===== config.mk =====
export PLATFORM = sky130hd
export DESIGN_NAME = seg_display_arbiter
export DESIGN_NICKNAME = d
export VERILOG_FILES = /design/src/rtl/seg_display_arbiter.sv
export SDC_FILE = /design/constraint.sdc
export NUM_CORES = 1
export LEC_CHECK = 0
export BUFFER_PORTS_ARGS = -buffer_cell sky130_fd_sc_hd__buf_2
export CAP_MARGIN = 20
export CORE_MARGIN = 2
export CORE_UTILIZATION = 50
export DETAILED_ROUTE_END_ITERATION = 8
export PLACE_DENSITY = 0.75
export SYNTH_ARGS = -nofsm -noshare
export SYNTH_HDL_FRONTEND = slang
export SYNTH_SLANG_ARGS = --single-unit

===== constraint.sdc =====
create_clock -name clk -period 7.2 [get_ports clk]
set_clock_uncertainty 0.1 [all_clocks]
set_input_delay 0 -clock clk [delete_from_list [all_inputs] [get_ports clk]]
set_output_delay 0 -clock clk [all_outputs]
set_load 0.1 [all_outputs]

===== src/rtl/seg_display_arbiter.sv =====
// seg_display_arbiter
// Round-robin sharing of the 4-digit 7-segment display between N_SRC requesters.
// Each granted source is shown for DWELL cycles, then the next requester (searching
// upward with wrap) takes over. Source 0 may preempt on a rising request when PRIO0=1.
// All outputs are registered and reflect the decision taken at the same clock edge.
module seg_display_arbiter #(
  parameter int N_SRC = 4,
  parameter int DWELL = 100_000_000,
  parameter bit PRIO0 = 1'b1,
  localparam int IW = (N_SRC > 1) ? $clog2(N_SRC) : 1
) (
  input  logic                  clk,
  input  logic                  rst,
  input  logic [N_SRC-1:0]      req,
  input  logic [16*N_SRC-1:0]   data,
  input  logic                  hold,
  output logic [15:0]           binary_num,
  output logic                  disp_valid,
  output logic [IW-1:0]         src_idx,
  output logic [N_SRC-1:0]      grant
);

  localparam int CW = (DWELL > 2) ? $clog2(DWELL) : 1;

  typedef enum logic {
    IDLE = 1'b0,
    SHOW = 1'b1
  } state_t;

  state_t            state_q, state_d;
  logic [CW-1:0]     cnt_q, cnt_d;
  logic [IW-1:0]     src_q, src_d;
  logic [IW-1:0]     rr_q, rr_d;
  logic [15:0]       num_q, num_d;
  logic              valid_q, valid_d;
  logic [N_SRC-1:0]  grant_q, grant_d;
  logic              req0_q, req0_d;

  logic              idle_hit;
  logic [IW-1:0]     idle_idx;
  logic              next_hit;
  logic [IW-1:0]     next_idx;
  logic              req0_rise;
  logic              take_en;
  logic [IW-1:0]     take_idx;

  logic [15:0]       data_arr [N_SRC];

  // Split the flat data bus into one 16-bit word per source.
  generate
    for (genvar gi = 0; gi < N_SRC; gi++) begin : g_slice
      assign data_arr[gi] = data[16*gi +: 16];
    end
  endgenerate

  // Rising edge of source 0's request, only meaningful when preemption is enabled.
  assign req0_rise = PRIO0 && req[0] && !req0_q;

  // Requester searches: from the rr pointer (inclusive) for IDLE, and from the
  // source after the current one (wrapping, current excluded) for expiry/drop.
  // Loops run from the far end down so the nearest hit is the one kept.
  always_comb begin : p_search
    int            j;
    logic [IW-1:0] jj;
    j        = 0;
    jj       = '0;
    idle_hit = 1'b0;
    idle_idx = '0;
    next_hit = 1'b0;
    next_idx = src_q;
    for (int off = N_SRC - 1; off >= 0; off--) begin
      j = int'(rr_q) + off;
      if (j >= N_SRC) j = j - N_SRC;
      jj = IW'(j);
      if (req[jj]) begin
        idle_hit = 1'b1;
        idle_idx = jj;
      end
    end
    for (int off = N_SRC - 1; off >= 1; off--) begin
      j = int'(src_q) + off;
      if (j >= N_SRC) j = j - N_SRC;
      jj = IW'(j);
      if (req[jj]) begin
        next_hit = 1'b1;
        next_idx = jj;
      end
    end
  end

  // Next-state logic: drop beats preemption beats expiry beats hold; any
  // switch restarts the dwell counter, moves the rr pointer and pulses grant.
  always_comb begin : p_fsm
    state_d  = state_q;
    cnt_d    = cnt_q;
    src_d    = src_q;
    rr_d     = rr_q;
    grant_d  = '0;
    req0_d   = req[0];
    take_en  = 1'b0;
    take_idx = '0;
    case (state_q)
      IDLE: begin
        if (idle_hit) begin
          take_en  = 1'b1;
          take_idx = idle_idx;
        end
      end
      SHOW: begin
        if (!req[src_q]) begin
          if (next_hit) begin
            take_en  = 1'b1;
            take_idx = next_idx;
          end else begin
            state_d = IDLE;
            cnt_d   = '0;
          end
        end else if (req0_rise && (src_q != '0)) begin
          take_en  = 1'b1;
          take_idx = '0;
        end else if (cnt_q == CW'(DWELL - 1)) begin
          // With hold asserted the counter simply sits at its last value.
          if (!hold) begin
            if (next_hit) begin
              take_en  = 1'b1;
              take_idx = next_idx;
            end else begin
              cnt_d = '0;
            end
          end
        end else begin
          cnt_d = cnt_q + 1'b1;
        end
      end
      default: state_d = IDLE;
    endcase
    if (take_en) begin
      state_d = SHOW;
      src_d   = take_idx;
      rr_d    = take_idx;
      cnt_d   = '0;
      grant_d = N_SRC'(1) << take_idx;
    end
    valid_d = (state_d == SHOW);
    num_d   = (state_d == SHOW) ? data_arr[src_d] : 16'h0000;
  end

  // State and output registers with synchronous reset.
  always_ff @(posedge clk) begin
    if (rst) begin
      state_q <= IDLE;
      cnt_q   <= '0;
      src_q   <= '0;
      rr_q    <= '0;
      num_q   <= 16'h0000;
      valid_q <= 1'b0;
      grant_q <= '0;
      req0_q  <= 1'b0;
    end else begin
      state_q <= state_d;
      cnt_q   <= cnt_d;
      src_q   <= src_d;
      rr_q    <= rr_d;
      num_q   <= num_d;
      valid_q <= valid_d;
      grant_q <= grant_d;
      req0_q  <= req0_d;
    end
  end

  assign binary_num = num_q;
  assign disp_valid = valid_q;
  assign src_idx    = src_q;
  assign grant      = grant_q;

endmodule


==> results by group <==
Synthesis
  – Primary FF master, synth: dfxtp_1
  – Most frequent cells after synthesis: 91 x nand2_1, 53 x dfxtp_1, 47 x a21oi_1
  – Area leader, netlist: dfxtp_1
  – Top-count cell post-synth: nand2_1
  – Syn Inst Count: ~520
  – Number of flops mapped to enable cells by yosys: 0
  – Count of cell types in the netlist: a little over 70
  – Syn nets: roughly 590
  – Syn Std Cell Area: 3935 um^2
  – Register area share after synthesis: 26.96%
  – Synth Area per Inst: approximately 7.6 um^2
  – Synth warn: 0
  – Yosys reg bits: 53
  – Top cell type's share of synthesized area: around 27%
  – Largest cells by area after synthesis: dfxtp_1 27%, nand2_1 8.7%, nor4b_1 7.3%, a311oi_1 6.2%, a21oi_1 6.0%
  – Async set-reset flop share out of synthesis: 0%

Job
  – Max-cap viol count: 0

Power and ir drop
  – Leak: about 1.8 nW
  – Pwr/cell area: 242.2 nW/um^2
  – VDD IR-drop max: about 0.15 mV
  – Tot Pwr: 1.160 mW

Cells and area
  – Diode count: 0
  – Layout area overhead: 21.69%
  – Finished Cell Area: 4788 um^2
  – Fillers: around 680
  – Layout cell share with drive strength beyond 1: between 20 and 25%
  – Fin cells: ~710
  – # nets final: 683

STA
  – Fin crit share: about three fifths
  – Final TNS setup: 0 ps
  – Fmax: between 0.2 and 0.25 GHz
  – Final setup violation count: 0
  – Final Max Slew Viols: 0
  – Final Hold Fails: 0
  – Worst slew margin: 29.97%
  – Slew @ Worst Pin: around 1100 ps
  – Min cycle time layout: between 4000 and 5000 ps
  – Worst setup slack after layout: about 2900 ps
  – RSZ-0062 raised after global routing: no

Worst setup path
  – CP required: around 7300 ps
  – Critical Path Fanout Max: 72
  – Crit path kind: flip-flop to flip-flop
  – R2R Setup Slk: just under 3000 ps
  – R2r worst-path depth: 10
  – Crit Reg-Reg Startpoint: src_idx[0]
  – Startpoint types: flip-flop
  – CP arrival: 4410 ps
  – Worst reg2reg endpoint: binary_num[4]
  – CP Capture Type: flip-flop

Floorplanning
  – Die W: approximately 93 um
  – # rows: 32
  – Starting Density: 51.19%
  – Full die area: between 8000 and 9000 um^2
  – Boundary pin count: 94
  – Vert. Die Dim: between 90 and 100 um
  – CORE AREA: 7687 um^2

Drt
  – Drt wl/cell: about 17 um
  – Vias after detailed routing: around 4,500
  – Final wirelength: 12,080 um
  – Final ANT Viol Nets: 0
  – DR iter-0 viols: between 300 and 400
  – Drt first pass iters: 5
  – DR vias/cell: 6.351
  – Drc violations: 0

Placed design
  – Post-DP Area: 4342 um^2
  – Place WS: between 3000 and 4000 ps
  – Port Buffer Count: just over 90
  – Hpwl dp: ~7800 um
  – RePlAce Congestion: 0.8999
  – # placed instances: 670

Clock tree
  – CTS buffer count: 5
  – TritonCTS clock tree: built
  – Root Buffer: clkbuf_8
  – Clock tree sinks: 53
  – Clk buf depth: 2
  – Clk_lat worst skew: around 320 ps
  – H-Tree Depth: 2
  – Post-CTS sizing: 0
  – Clock slew at reported path FFs: about 100 ps

Global route
  – Largest net degree at the start of global routing: 73
  – Antenna violations before repair: 0
  – GRT Overall Usage: about 28%
  – Vias in the first global route: ~4,100
  – First-pass GRT wire length: just under 20,000 um
  – GRT overflow: 0

Worst hold path
  – Min-Delay Startpoint: req[1]
  – Hold Crit Depth: 3
  – Min-delay worst type: primary input to flip-flop
  – Endpoint of the worst hold path: disp_valid

Status
  – Status: completed
## cell usage in the layout (no fill, tap or decap), types with 3 or more instances in the layout
master	count
buf_2	93
a21o_1	4
nor2_1	36
nand2b_1	5
mux2i_1	5
dlygate4sd3_1	34
nand3_1	10
a311oi_2	6
o21ai_0	14
o211ai_1	3
a211oi_1	5
buf_4	5
nor4b_1	33
a31oi_1	12
nand2_1	91
nand4_1	6
nand3_2	3
clkbuf_8	5
and4_1	3
nor4_1	3
and2_1	7
nor3_1	10
a21oi_1	47
and3_1	8
dfxtp_1	53
o22ai_1	18
inv_1	5
a311oi_1	28
## flip-flops by register name, summed over array words and instances (netlist names)
register and cells:
req0_q 1, grant 4, rr_q 2, disp_valid 1, cnt_q 27, binary_num 16
src_idx 2
## worst max-delay path by stage
stage | start | endpoint | slack, ps | depth (start not counted)
global placement | src_idx[0] | binary_num[5] | 3560 | 10
finish | src_idx[0] | binary_num[4] | 2890 | 10
global route | src_idx[0] | binary_num[4] | 2640 | 10
detailed placement | src_idx[0] | binary_num[10] | 3420 | 10
floorplan | src_idx[0] | binary_num[5] | 3360 | 12
CTS | src_idx[0] | binary_num[5] | 2860 | 11
## timing repair
action                     4_1_cts  5_1_grt
setup endpoints to repair        0        0
hold endpoints to repair        21        0
setup buffers                    0        0
hold buffers                    34        0
## per-stage QoR
stage	hold slack (ps)	utilization, %
after floorplan	84.53	-
after global placement	181.2	56.48
after detailed placement	186.3	56.48
after CTS	64.06	62.03
after global routing	112.2	62.29
final	74.64	62.29
## layer usage
metal	vias to the layer above	share of wire, %	global-route usage [%]
li1	2155	-	-
met1	2136	42	37.20
met2	211	47	45.80
met3	26	8.6	4.719
met4	0	2.3	10.42
met5	-	0	0
## cells by family after synthesis
logic type / Yosys count / share of synthesized area, %
adder cells (fa/ha/maj): 2 / 0.6358
AO/OA/AOI/OAI: 164 / 30.46
flip-flops: 53 / 26.96
multiplexers: 8 / 2.417
XOR/XNOR: 2 / 0.4452
AND/OR/NAND/NOR: 235 / 32.59
buffers and inverters: 54 / 6.486
## worst max-delay path: stages, from the launching register on
cell           delay, ps
dfxtp_1              340
buf_4                430
mux4_2               670
nand3_1              160
nand2_1              120
o31ai_4               70
buf_4                600
nor2_2               120
a22oi_2              740
o22ai_1              220
dlygate4sd3_1        600
## cell type report
type / instances / area [um^2] / share of cell area [%]
clock buffer: 5 / 68.82 / 1.437
tap: 102 / 127.6 / 2.665
multi-input combinational: 411 / 2628 / 54.87
inverter: 6 / 22.52 / 0.4703
sequential: 53 / 1061 / 22.16
clock inverter: 3 / 17.52 / 0.3658
timing repair buffer: 133 / 863.3 / 18.03
## where the power goes
part	internal [mW]	switching, mW	total, mW
sequential	0.325	0.0167	0.341
combinational	0.181	0.464	0.645
clock	0.0674	0.106	0.173
(Power assumes the default switching activity.)
